## config.mk

```make
export PLATFORM = sky130hd
export DESIGN_NAME = uart_rx_core
export DESIGN_NICKNAME = d
export VERILOG_FILES = /design/src/rtl/uart_pkg.sv /design/src/rtl/uart_baud_gen.sv /design/src/rtl/uart_rx_core.sv
export SDC_FILE = /design/constraint.sdc
export NUM_CORES = 1
export LEC_CHECK = 0
export ABC_AREA = 1
export CAP_MARGIN = 20
export CORE_MARGIN = 8
export CORE_UTILIZATION = 32
export CTS_CLUSTER_DIAMETER = 150
export DETAILED_ROUTE_END_ITERATION = 10
export PLACE_DENSITY_LB_ADDON = 0.12
export SLEW_MARGIN = 10
export SYNTH_ARGS = -nofsm -noshare
export SYNTH_HDL_FRONTEND = slang
export SYNTH_SLANG_ARGS = --single-unit
export TNS_END_PERCENT = 100
```

## constraint.sdc

```tcl
create_clock -name clk -period 3.7 [get_ports clk]
set_input_delay 1.11 -clock clk [delete_from_list [all_inputs] [get_ports clk]]
set_output_delay 1.11 -clock clk [all_outputs]
set_load 0.005 [all_outputs]
```

## src/rtl/uart_pkg.sv

```systemverilog
// uart_pkg: shared state encoding, oversampling constants and baud codes
// for the UART receive and transmit paths.
package uart_pkg;

    typedef enum logic [2:0] {
        IDLE,
        START,
        DATA,
        PARITY,
        STOP1,
        STOP2,
        WAIT_IDLE
    } uart_rx_state_e;

    localparam int OVERSAMPLE = 16;
    localparam int MID_TICK   = 7;
    localparam int MIN_FRAME  = 5;
    localparam int MAX_FRAME  = 8;

    localparam logic [1:0] BAUD_9600  = 2'b00;
    localparam logic [1:0] BAUD_19200 = 2'b01;
    localparam logic [1:0] BAUD_38400 = 2'b10;
    localparam logic [1:0] BAUD_FAST  = 2'b11;

    localparam logic [9:0] DIV0 = 10'd651;
    localparam logic [9:0] DIV1 = 10'd326;
    localparam logic [9:0] DIV2 = 10'd163;
    localparam logic [9:0] DIV3 = 10'd16;

    // Index of the last data bit, with the length clamped to 5..8.
    function automatic logic [2:0] last_bit_idx(input logic [3:0] len);
        if (len < 4'(MIN_FRAME)) begin
            return 3'(MIN_FRAME - 1);
        end else if (len > 4'(MAX_FRAME)) begin
            return 3'(MAX_FRAME - 1);
        end else begin
            return 3'(len - 4'd1);
        end
    endfunction

endpackage

```

## src/rtl/uart_baud_gen.sv

```systemverilog
// uart_baud_gen: divisor select plus 16x oversampling tick counter.
// restart clears the counter so the tick phase aligns to a start edge.
module uart_baud_gen
    import uart_pkg::*;
(
    input  logic       clk,
    input  logic       reset,
    input  logic [1:0] baud,
    input  logic       restart,
    output logic       tick
);

    logic [9:0] div;
    logic [9:0] cnt_q;
    logic [9:0] cnt_d;
    logic       wrap;

    always_comb begin
        div = DIV3;
        unique case (baud)
            BAUD_9600:  div = DIV0;
            BAUD_19200: div = DIV1;
            BAUD_38400: div = DIV2;
            BAUD_FAST:  div = DIV3;
        endcase
    end

    // >= keeps the counter sane if the divisor shrinks while it runs.
    always_comb begin
        wrap  = (cnt_q >= div - 10'd1);
        tick  = wrap & ~restart;
        cnt_d = (wrap | restart) ? 10'd0 : cnt_q + 10'd1;
    end

    always_ff @(posedge clk or negedge reset) begin
        if (!reset) begin
            cnt_q <= '0;
        end else begin
            cnt_q <= cnt_d;
        end
    end

endmodule

```

## src/rtl/uart_rx_core.sv

```systemverilog
// uart_rx_core: 16x oversampled UART receiver with parity/stop checking.
// Define UART_RX_MAJORITY_EN for 3-sample majority voting per bit.
module uart_rx_core
    import uart_pkg::*;
(
    input  logic       clk,
    input  logic       reset,
    input  logic       rx,
    input  logic [1:0] baud,
    input  logic [3:0] frame_length,
    input  logic       parity_en,
    input  logic       parity_type,
    input  logic       stop2,
    output logic [7:0] rx_data_out,
    output logic       rx_done,
    output logic       correct,
    output logic       parity_err,
    output logic       frame_err,
    output logic       break_det,
    output logic       busy
);

    localparam int TW = $clog2(OVERSAMPLE);
`ifdef UART_RX_MAJORITY_EN
    localparam logic [TW-1:0] SAMPLE_TICK = TW'(MID_TICK + 1);
`else
    localparam logic [TW-1:0] SAMPLE_TICK = TW'(MID_TICK);
`endif

    uart_rx_state_e state_q, state_d;
    logic          rx_s1_q, rx_s2_q, rx_prev_q;
    logic          fall, tick, restart, samp, bit_val;
    logic          ferr_v, finish;
    logic [1:0]    baud_q, baud_d, baud_sel;
    logic [TW-1:0] tick_cnt_q, tick_cnt_d;
    logic [2:0]    bit_cnt_q, bit_cnt_d, last_q, last_d;
    logic [7:0]    shift_q, shift_d, data_q, data_d;
    logic          par_en_q, par_en_d, par_odd_q, par_odd_d;
    logic          stop2_q, stop2_d, hi_q, hi_d;
    logic          perr_q, perr_d, ferr_q, ferr_d, pbit_q, pbit_d;
    logic          done_q, done_d, ok_q, ok_d, brk_q, brk_d;
    logic          perr_o_q, perr_o_d, ferr_o_q, ferr_o_d;
    logic          busy_q, busy_d;

    assign fall     = rx_prev_q & ~rx_s2_q;
    assign samp     = tick & (tick_cnt_q == SAMPLE_TICK);
    assign baud_sel = (state_q == IDLE) ? baud : baud_q;

    uart_baud_gen u_baud (
        .clk     (clk),
        .reset   (reset),
        .baud    (baud_sel),
        .restart (restart),
        .tick    (tick)
    );

`ifdef UART_RX_MAJORITY_EN
    logic s6_q, s6_d, s7_q, s7_d;

    always_comb begin
        s6_d = s6_q;
        s7_d = s7_q;
        if (tick && tick_cnt_q == TW'(MID_TICK - 1)) s6_d = rx_s2_q;
        if (tick && tick_cnt_q == TW'(MID_TICK)) s7_d = rx_s2_q;
    end

    always_ff @(posedge clk or negedge reset) begin
        if (!reset) begin
            s6_q <= 1'b0;
            s7_q <= 1'b0;
        end else begin
            s6_q <= s6_d;
            s7_q <= s7_d;
        end
    end

    assign bit_val = (s6_q & s7_q) | (rx_s2_q & (s6_q | s7_q));
`else
    assign bit_val = rx_s2_q;
`endif

    always_comb begin
        state_d    = state_q;
        baud_d     = baud_q;
        tick_cnt_d = tick ? tick_cnt_q + 1'b1 : tick_cnt_q;
        bit_cnt_d  = bit_cnt_q;
        last_d     = last_q;
        shift_d    = shift_q;
        par_en_d   = par_en_q;
        par_odd_d  = par_odd_q;
        stop2_d    = stop2_q;
        perr_d     = perr_q;
        ferr_d     = ferr_q;
        pbit_d     = pbit_q;
        hi_d       = hi_q;
        data_d     = data_q;
        ok_d       = ok_q;
        perr_o_d   = perr_o_q;
        ferr_o_d   = ferr_o_q;
        brk_d      = brk_q;
        done_d     = 1'b0;
        restart    = 1'b0;
        finish     = 1'b0;
        ferr_v     = ferr_q | ~bit_val;

        unique case (state_q)
            IDLE: begin
                if (fall) begin
                    state_d    = START;
                    restart    = 1'b1;
                    tick_cnt_d = '0;
                    baud_d     = baud;
                    last_d     = last_bit_idx(frame_length);
                    par_en_d   = parity_en;
                    par_odd_d  = parity_type;
                    stop2_d    = stop2;
                    shift_d    = '0;
                    perr_d     = 1'b0;
                    ferr_d     = 1'b0;
                    pbit_d     = 1'b0;
                end
            end
            START: begin
                if (samp) begin
                    state_d   = bit_val ? IDLE : DATA;
                    bit_cnt_d = '0;
                end
            end
            DATA: begin
                if (samp) begin
                    shift_d[bit_cnt_q] = bit_val;
                    bit_cnt_d = bit_cnt_q + 3'd1;
                    if (bit_cnt_q == last_q) begin
                        state_d = par_en_q ? PARITY : STOP1;
                    end
                end
            end
            PARITY: begin
                if (samp) begin
                    pbit_d  = bit_val;
                    perr_d  = bit_val ^ (^shift_q) ^ par_odd_q;
                    state_d = STOP1;
                end
            end
            STOP1: begin
                if (samp) begin
                    ferr_d = ferr_v;
                    if (stop2_q) state_d = STOP2;
                    else finish = 1'b1;
                end
            end
            STOP2: begin
                if (samp) finish = 1'b1;
            end
            WAIT_IDLE: begin
                // Line must stay high across a whole tick interval.
                if (!rx_s2_q) begin
                    hi_d = 1'b0;
                end else if (tick) begin
                    if (hi_q) state_d = IDLE;
                    else hi_d = 1'b1;
                end
            end
            default: state_d = IDLE;
        endcase

        if (finish) begin
            done_d   = 1'b1;
            ferr_d   = ferr_v;
            data_d   = shift_q;
            perr_o_d = perr_q;
            ferr_o_d = ferr_v;
            ok_d     = ~perr_q & ~ferr_v;
            brk_d    = ferr_v & ~(|shift_q) & ~pbit_q;
            hi_d     = 1'b0;
            state_d  = bit_val ? IDLE : WAIT_IDLE;
        end

        busy_d = (state_d != IDLE);
    end

    always_ff @(posedge clk or negedge reset) begin
        if (!reset) begin
            rx_s1_q    <= 1'b1;
            rx_s2_q    <= 1'b1;
            rx_prev_q  <= 1'b1;
            state_q    <= IDLE;
            baud_q     <= '0;
            tick_cnt_q <= '0;
            bit_cnt_q  <= '0;
            last_q     <= '0;
            shift_q    <= '0;
            par_en_q   <= 1'b0;
            par_odd_q  <= 1'b0;
            stop2_q    <= 1'b0;
            perr_q     <= 1'b0;
            ferr_q     <= 1'b0;
            pbit_q     <= 1'b0;
            hi_q       <= 1'b0;
            data_q     <= '0;
            done_q     <= 1'b0;
            ok_q       <= 1'b0;
            perr_o_q   <= 1'b0;
            ferr_o_q   <= 1'b0;
            brk_q      <= 1'b0;
            busy_q     <= 1'b0;
        end else begin
            rx_s1_q    <= rx;
            rx_s2_q    <= rx_s1_q;
            rx_prev_q  <= rx_s2_q;
            state_q    <= state_d;
            baud_q     <= baud_d;
            tick_cnt_q <= tick_cnt_d;
            bit_cnt_q  <= bit_cnt_d;
            last_q     <= last_d;
            shift_q    <= shift_d;
            par_en_q   <= par_en_d;
            par_odd_q  <= par_odd_d;
            stop2_q    <= stop2_d;
            perr_q     <= perr_d;
            ferr_q     <= ferr_d;
            pbit_q     <= pbit_d;
            hi_q       <= hi_d;
            data_q     <= data_d;
            done_q     <= done_d;
            ok_q       <= ok_d;
            perr_o_q   <= perr_o_d;
            ferr_o_q   <= ferr_o_d;
            brk_q      <= brk_d;
            busy_q     <= busy_d;
        end
    end

    assign rx_data_out = data_q;
    assign rx_done     = done_q;
    assign correct     = ok_q;
    assign parity_err  = perr_o_q;
    assign frame_err   = ferr_o_q;
    assign break_det   = brk_q;
    assign busy        = busy_q;

endmodule
```

==> impl_metrics.tcl, run 1 <==
set metrics [dict create \
    hold_path.class "flop to flop" \
    grt_start_max_net_pins 36 \
    swShare_pct 21.04 \
    clkSlewWorstSetupHoldPaths_ns 0.07 \
    viasPerCell 4.428 \
    critPathRequiredTime_ns 3.91 \
    dp.cells 557 \
    grt_pass1_wl_um 11830 \
    syn_area_mm2 0.003163 \
    synth_nets 422 \
    die_y_um 115.4 \
    gp_congestion 0.8213 \
    synth_cell_type_count 35 \
    critPathMaxFanout 10 \
    max-cap-violations 0 \
    synth_area_leader_cell "dfrtp_1" \
    drt-pass1-iter-count 4 \
    drcViolationCount 0 \
    ys_warn_count 0 \
    vdd_ir_drop_max_v 0.0002137 \
    port_buffers 25 \
    power.internal_w 0.001054 \
    pwr-share-comb_pct 2.5 \
    clk_latency_ns 0.33 \
    critPathKind "primary input to flop" \
    worst_ep_arrival_time_ns 3.65 \
    h-tree-depth 3 \
    synth_area_leaders "dfrtp_1, nand2_1, ha_1, inv_1, o21ai_0" \
    grt_use_met2_pct 16.01 \
    pin_count 26 \
    slew_violations 0 \
    timing.fmax_mhz 290.8 \
    cts_buffers 9 \
    setup_viol 0 \
    synth_common_cells "nand2_1, inv_1, dfrtp_1" \
    synth_edf_count 0 \
    hold_buffers 0 \
    clkPwrFrac_pct 50.5 \
    p_leak_nw 1.931 \
    dpl.hpwl_um 5032 \
    drive_above_1_share_pct 11.36 \
    grt_use_met1_pct 15.34 \
    powerDensity_mw_per_mm2 341.4 \
    cp-start-kind "primary input" \
    status "finished clean" \
    finalHoldViolCount 0 \
    holdWs_ns 0.3564 \
    cts-resized-gates 0 \
    fin_crit_ns 3.438 \
    synthCells 387 \
    relSlewSlack_pct 46.62 \
    dieArea_mm2 0.01332 \
    grt-ovfl-total 0 \
    grt_setup_unrepaired "no" \
    post-place-ws_ns -0.1184 \
    synth_top_flop_cell "dfrtp_1" \
    yosysMostFrequentCell "nand2_1" \
    cts_tree "built" \
    fin_skew_ns 0.005011 \
    start_util_pct 32.66 \
    root_buffer "clkbuf_8" \
    ys_seq_area_share_pct 45.21 \
    final_area_mm2 0.003909 \
    use_met3_pct 2.918 \
    antennaDiodeCount 0 \
    vias 2537 \
    finalWorstSetupSlack_ns 0.2616 \
    core-area_mm2 0.009684 \
    stdcell_count 573 \
    grt_usage_pct 11.23 \
    crit_path_end_kind "flop" \
    fin_crit_sh_pct 92.93 \
    place_area_mm2 0.003680 \
    wl_um 6703 \
    synth_top_cell_area_share_pct 42.72 \
    rows 36 \
    drtAntennaViolNets 0 \
    avgRoutedWirePerCell_um 11.70 \
    fin_util_pct 40.36 \
    tightestPinTransition_ns 0.8007 \
    nNetsFinal 470 \
    cts.sink_count 57 \
    grt.busiest_layer "met2" \
    grt_pass1_vias 2528 \
    clock_path_buffers 2 \
    antenna_found_initial 0 \
    drt_iter0_drc 121 \
    ys_ff_latch 57 \
    die_w_um 115.4 \
    avgSynthCellArea_um2 8.173 \
    p_seq_share_pct 47.0 \
    p_sw_w 0.0002807 \
    post_cts_buffers 0 \
    worst-r2r-setup-slack_ns 0.70 \
    synthToLayoutAreaGrowth_pct 23.58 \
    async_reset_ff_share_pct 100.0 \
]
## layout by cell type (no fill, tap or decap), types with 3 or more instances in the layout
cell             count
nand2_1             83
inv_1               62
dfrtp_1             54
nor2_1              29
o21ai_0             26
clkdlybuf4s50_1     24
a21oi_1             23
ha_1                23
nor3_1              17
buf_4               17
o21ai_1             11
clkbuf_8            11
nand3_1              9
xnor2_1              6
nand4_1              5
nor3b_1              5
inv_2                3
nor2_4               3
dfstp_2              3
## final timing paths
kind                       startpoint    endpoint  depth (start not counted)
max                           baud[0]        busy                         19
min                           rx_s1_q     bit_val                          0
max reg2reg                state_q[0]        busy                         20
min reg2reg                   rx_s1_q     bit_val                          0
max in group asynchronous       reset     bit_val                          2
min in group asynchronous       reset  state_q[1]                          1
## registers in the layout, indices dropped and copies added (netlist names)
| register | flops |
|---|---|
| parity_err | 1 |
| rx_done | 1 |
| bit_val | 1 |
| ferr_q | 1 |
| u_baud.cnt_q | 10 |
| stop2_q | 1 |
| tick_cnt_q | 4 |
| frame_err | 1 |
| rx_data_out | 8 |
| par_en_q | 1 |
| break_det | 1 |
| par_odd_q | 1 |
| hi_q | 1 |
| bit_cnt_q | 3 |
| rx_s1_q | 1 |
| perr_q | 1 |
| pbit_q | 1 |
| rx_prev_q | 1 |
| last_q | 3 |
| baud_q | 2 |
| correct | 1 |
| busy | 1 |
| shift_q | 8 |
| state_q | 3 |
## critical path, cell delays in order
cell and delay, ns:
clkdlybuf4s50_1 0.45, inv_1 0.05, o21ai_0 0.21, inv_1 0.11
ha_1 0.28, inv_1 0.04, ha_1 0.28, nand2_1 0.06
nand2_1 0.05, nand2_1 0.05, nand2_1 0.04, nand2_1 0.09
nand3_2 0.14, nand3_4 0.15, inv_2 0.08, nand2_4 0.14
nor2_1 0.07, a21oi_1 0.15, nand3_1 0.09
## layer usage
metal	vias to the layer above	wire (µm)
met4	0	133
met2	41	2747
met5	-	0
met3	10	287
li1	1347	-
met1	1139	3534
## through the flow
| step | power (W) | TNS, ns |
|---|---|---|
| 2_1_floorplan | 0.0006455 | 0 |
| 3_3_place_gp | 0.0006742 | -0.2440 |
| 3_5_place_dp | 0.0006743 | -1.405 |
| 4_1_cts | 0.001358 | 0 |
| 5_1_grt | 0.001389 | 0 |
| 6_report | 0.001335 | 0 |
## cell families (layout without fill, tap and decap cells)
| kind of cell | Yosys count | count (layout) | share of synthesized area (%) |
|---|---|---|---|
| compound gates | 68 | 68 | 11.39 |
| xor+xnor | 8 | 8 | 2.215 |
| fa+ha+maj | 23 | 23 | 9.098 |
| buf+inv | 72 | 125 | 9.177 |
| flops | 57 | 57 | 45.21 |
| simple gates | 159 | 159 | 22.90 |
## final cells by class
type                       instances  area (µm²)
inverter                          66       247.7
tap                              133       166.4
clock inverter                     5       77.57
sequential                        57        1430
timing repair buffer              43       392.9
multi-input combinational        258        1443
clock buffer                      11       151.4
fill                            1010        5776
## power by group through the flow
| stage | registers (W) | logic, W | clock network (W) |
|---|---|---|---|
| 2_1_floorplan | 0.000639 | 0.00000696 | 0 |
| 3_3_place_gp | 0.000639 | 0.0000354 | 0 |
| 3_5_place_dp | 0.000639 | 0.0000356 | 0 |
| 4_1_cts | 0.000627 | 0.0000356 | 0.000695 |
| 5_1_grt | 0.000627 | 0.0000394 | 0.000723 |
| 6_report | 0.000627 | 0.0000335 | 0.000674 |
Power figures use the tool's default switching activity.
==> run 2: changes to the inputs <==
CTS_CLUSTER_DIAMETER = 80   (was 150)
HOLD_SLACK_MARGIN = 0.05   (was not set)
==> results of run 2 <==
Same layout as run 1: the final DEF is identical, and so are final timing and power.
==> run 3: changes to the inputs <==
CORE_ASPECT_RATIO = 0.5   (was not set)
==> impl_metrics.tcl, run 3 (synthesis gave the netlist of run 1 again) <==
set metrics [dict create \
    layout_commonest_cell "nand2_1" \
    dieArea_mm2 0.01351 \
    fin_crit_sh_pct 93.17 \
    cts_buffers 9 \
    path_buf_inv 5 \
    timing.fmax_mhz 290.1 \
    rows 25 \
    pwr-share-comb_pct 2.5 \
    drt_iter0_drc 81 \
    vdd_ir_drop_max_v 0.0002050 \
    drtAntennaViolNets 0 \
    worst_ep_arrival_time_ns 3.65 \
    top_register "u_baud.cnt_q" \
    slowest_delay_ns 0.46 \
    clock_path_buffers 2 \
    core-area_mm2 0.009540 \
    pin_count 26 \
    avgRoutedWirePerCell_um 12.44 \
    grt-ovfl-total 0 \
    root_buffer "clkbuf_16" \
    grt_pass1_vias 2678 \
    swShare_pct 19.59 \
    dp.cells 556 \
    relSlewSlack_pct 61.32 \
    grt_use_met2_pct 18.65 \
    setup_viol 0 \
    grt_pass1_wl_um 12630 \
    crit_path_end_kind "flop" \
    fin_skew_ns 0.006206 \
    drive_above_1_share_pct 11.21 \
    antennaDiodeCount 0 \
    holdWs_ns 0.3547 \
    start_util_pct 33.15 \
    nNetsFinal 468 \
    stdcell_count 572 \
    grt_start_max_net_pins 46 \
    die_y_um 86.30 \
    grt_use_met1_pct 14.78 \
    power.internal_w 0.001195 \
    dpl.hpwl_um 5300 \
    cp_common_cell "nand2_1" \
    fin_crit_ns 3.447 \
    cp-start-kind "primary input" \
    drcViolationCount 0 \
    hold_path.class "flop to flop" \
    critPathMaxFanout 5 \
    fin_tns_setup_ns 0 \
    port_buffers 25 \
    critPathSlowestCell "clkdlybuf4s50_1" \
    synthToLayoutAreaGrowth_pct 26.03 \
    cpLargestDelayFamily "simple AND/OR/NAND/NOR gates" \
    vias 2568 \
    h-tree-depth 3 \
    gp_congestion 0.7991 \
    powerDensity_mw_per_mm2 372.7 \
    crit_chain "clkdlybuf4s50_1 -> inv_1 -> o21ai_2 -> buf_4 -> ha_1 -> inv_1 -> ha_1 -> nand2_1 -> nor2_2 -> nand3_1 -> nand3_2 -> buf_4 -> nand2_1 -> nand2_1 -> nand2_1 -> nor2_1 -> nand2_1 -> nor2_1 -> nand3_1" \
    wl_um 7116 \
    max-cap-violations 0 \
    antenna_found_initial 0 \
    p_seq_share_pct 42.3 \
    use_met3_pct 3.970 \
    cts_tree "built" \
    clkSlewWorstSetupHoldPaths_ns 0.05 \
    slew_violations 0 \
    status "finished clean" \
    p_sw_w 0.0002911 \
    critPathRequiredTime_ns 3.90 \
    clk_latency_ns 0.32 \
    finalHoldViolCount 0 \
    mostFrequentLayoutCells "nand2_1, inv_1, dfrtp_1" \
    viasPerCell 4.490 \
    grt_usage_pct 11.84 \
    clkPwrFrac_pct 55.2 \
    largest_reg_flops 10 \
    die_w_um 156.6 \
    tightestPinTransition_ns 0.5757 \
    critPathKind "primary input to flop" \
    grt.busiest_layer "met2" \
    drt-pass1-iter-count 4 \
    cts.sink_count 57 \
    p_leak_nw 1.961 \
]
[run 3: changes by cell type in the layout (fill, tap and decap cells not counted), sizes merged]
| cell | before | now |
|---|---|---|
| bufinv | 2 | 1 |
| clkinvlp | 1 | 0 |
| buf | 19 | 17 |
| clkbuf | 11 | 12 |
[run 3: timing repair]
action | CTS | global route
hold buffers | 0 | 0
gates resized for setup | 0 | 5
setup endpoints to repair | 0 | 12
buffers inserted | 0 | 0
hold endpoints to repair | 0 | 0
[run 3: power groups by stage]
stage          Combinational, W  Sequential [W]  Clock [W]
2_1_floorplan        0.00000696        0.000639          0
3_3_place_gp          0.0000344        0.000639          0
3_5_place_dp          0.0000351        0.000639          0
4_1_cts               0.0000355        0.000629   0.000850
5_1_grt               0.0000420        0.000628   0.000883
6_report              0.0000370        0.000629   0.000820
[run 3: stage by stage]
| step | util [%] | instance area, µm² | setup slack [ns] | total power [W] |
|---|---|---|---|---|
| final | 41.78 | 3986 | 0.2526 | 0.001486 |
| after global routing | 41.78 | 3986 | -0.02667 | 0.001553 |
| after CTS | 41.47 | 3956 | 0.1619 | 0.001515 |
| after detailed placement | 38.36 | 3660 | -0.1671 | 0.0006741 |
| after global placement | 38.36 | 3660 | -0.07547 | 0.0006734 |
| after floorplan | - | 3163 | 0.2715 | 0.0006455 |
[run 3: path summary, 6_finish.rpt]
kind | from | end | slack (ns) | cells after the start
max | baud[0] | busy | 0.25 | 19
min | rx_s1_q | bit_val | 0.35 | 0
max reg2reg | state_q[0] | busy | 0.63 | 20
min reg2reg | rx_s1_q | bit_val | 0.35 | 0
max in group asynchronous | reset | u_baud.cnt_q[9] | 2.41 | 2
min in group asynchronous | reset | parity_err | 0.77 | 1
[run 3: area by class of cell]
cell class              instances  area, µm²
well taps                     135      168.9
clock inverters                 3      40.04
inverters                      66      247.7
clock buffers                  12      256.5
multi-input cells             258       1453
flip-flops and latches         57       1430
repair buffers                 41      390.4
fillers                       975       5554
[run 3: routing by layer]
layer / vias up / routed length, µm
li1: 1339 / -
met2: 28 / 3259
met5: - / 0
met1: 1191 / 3521
met4: 0 / 99
met3: 10 / 236
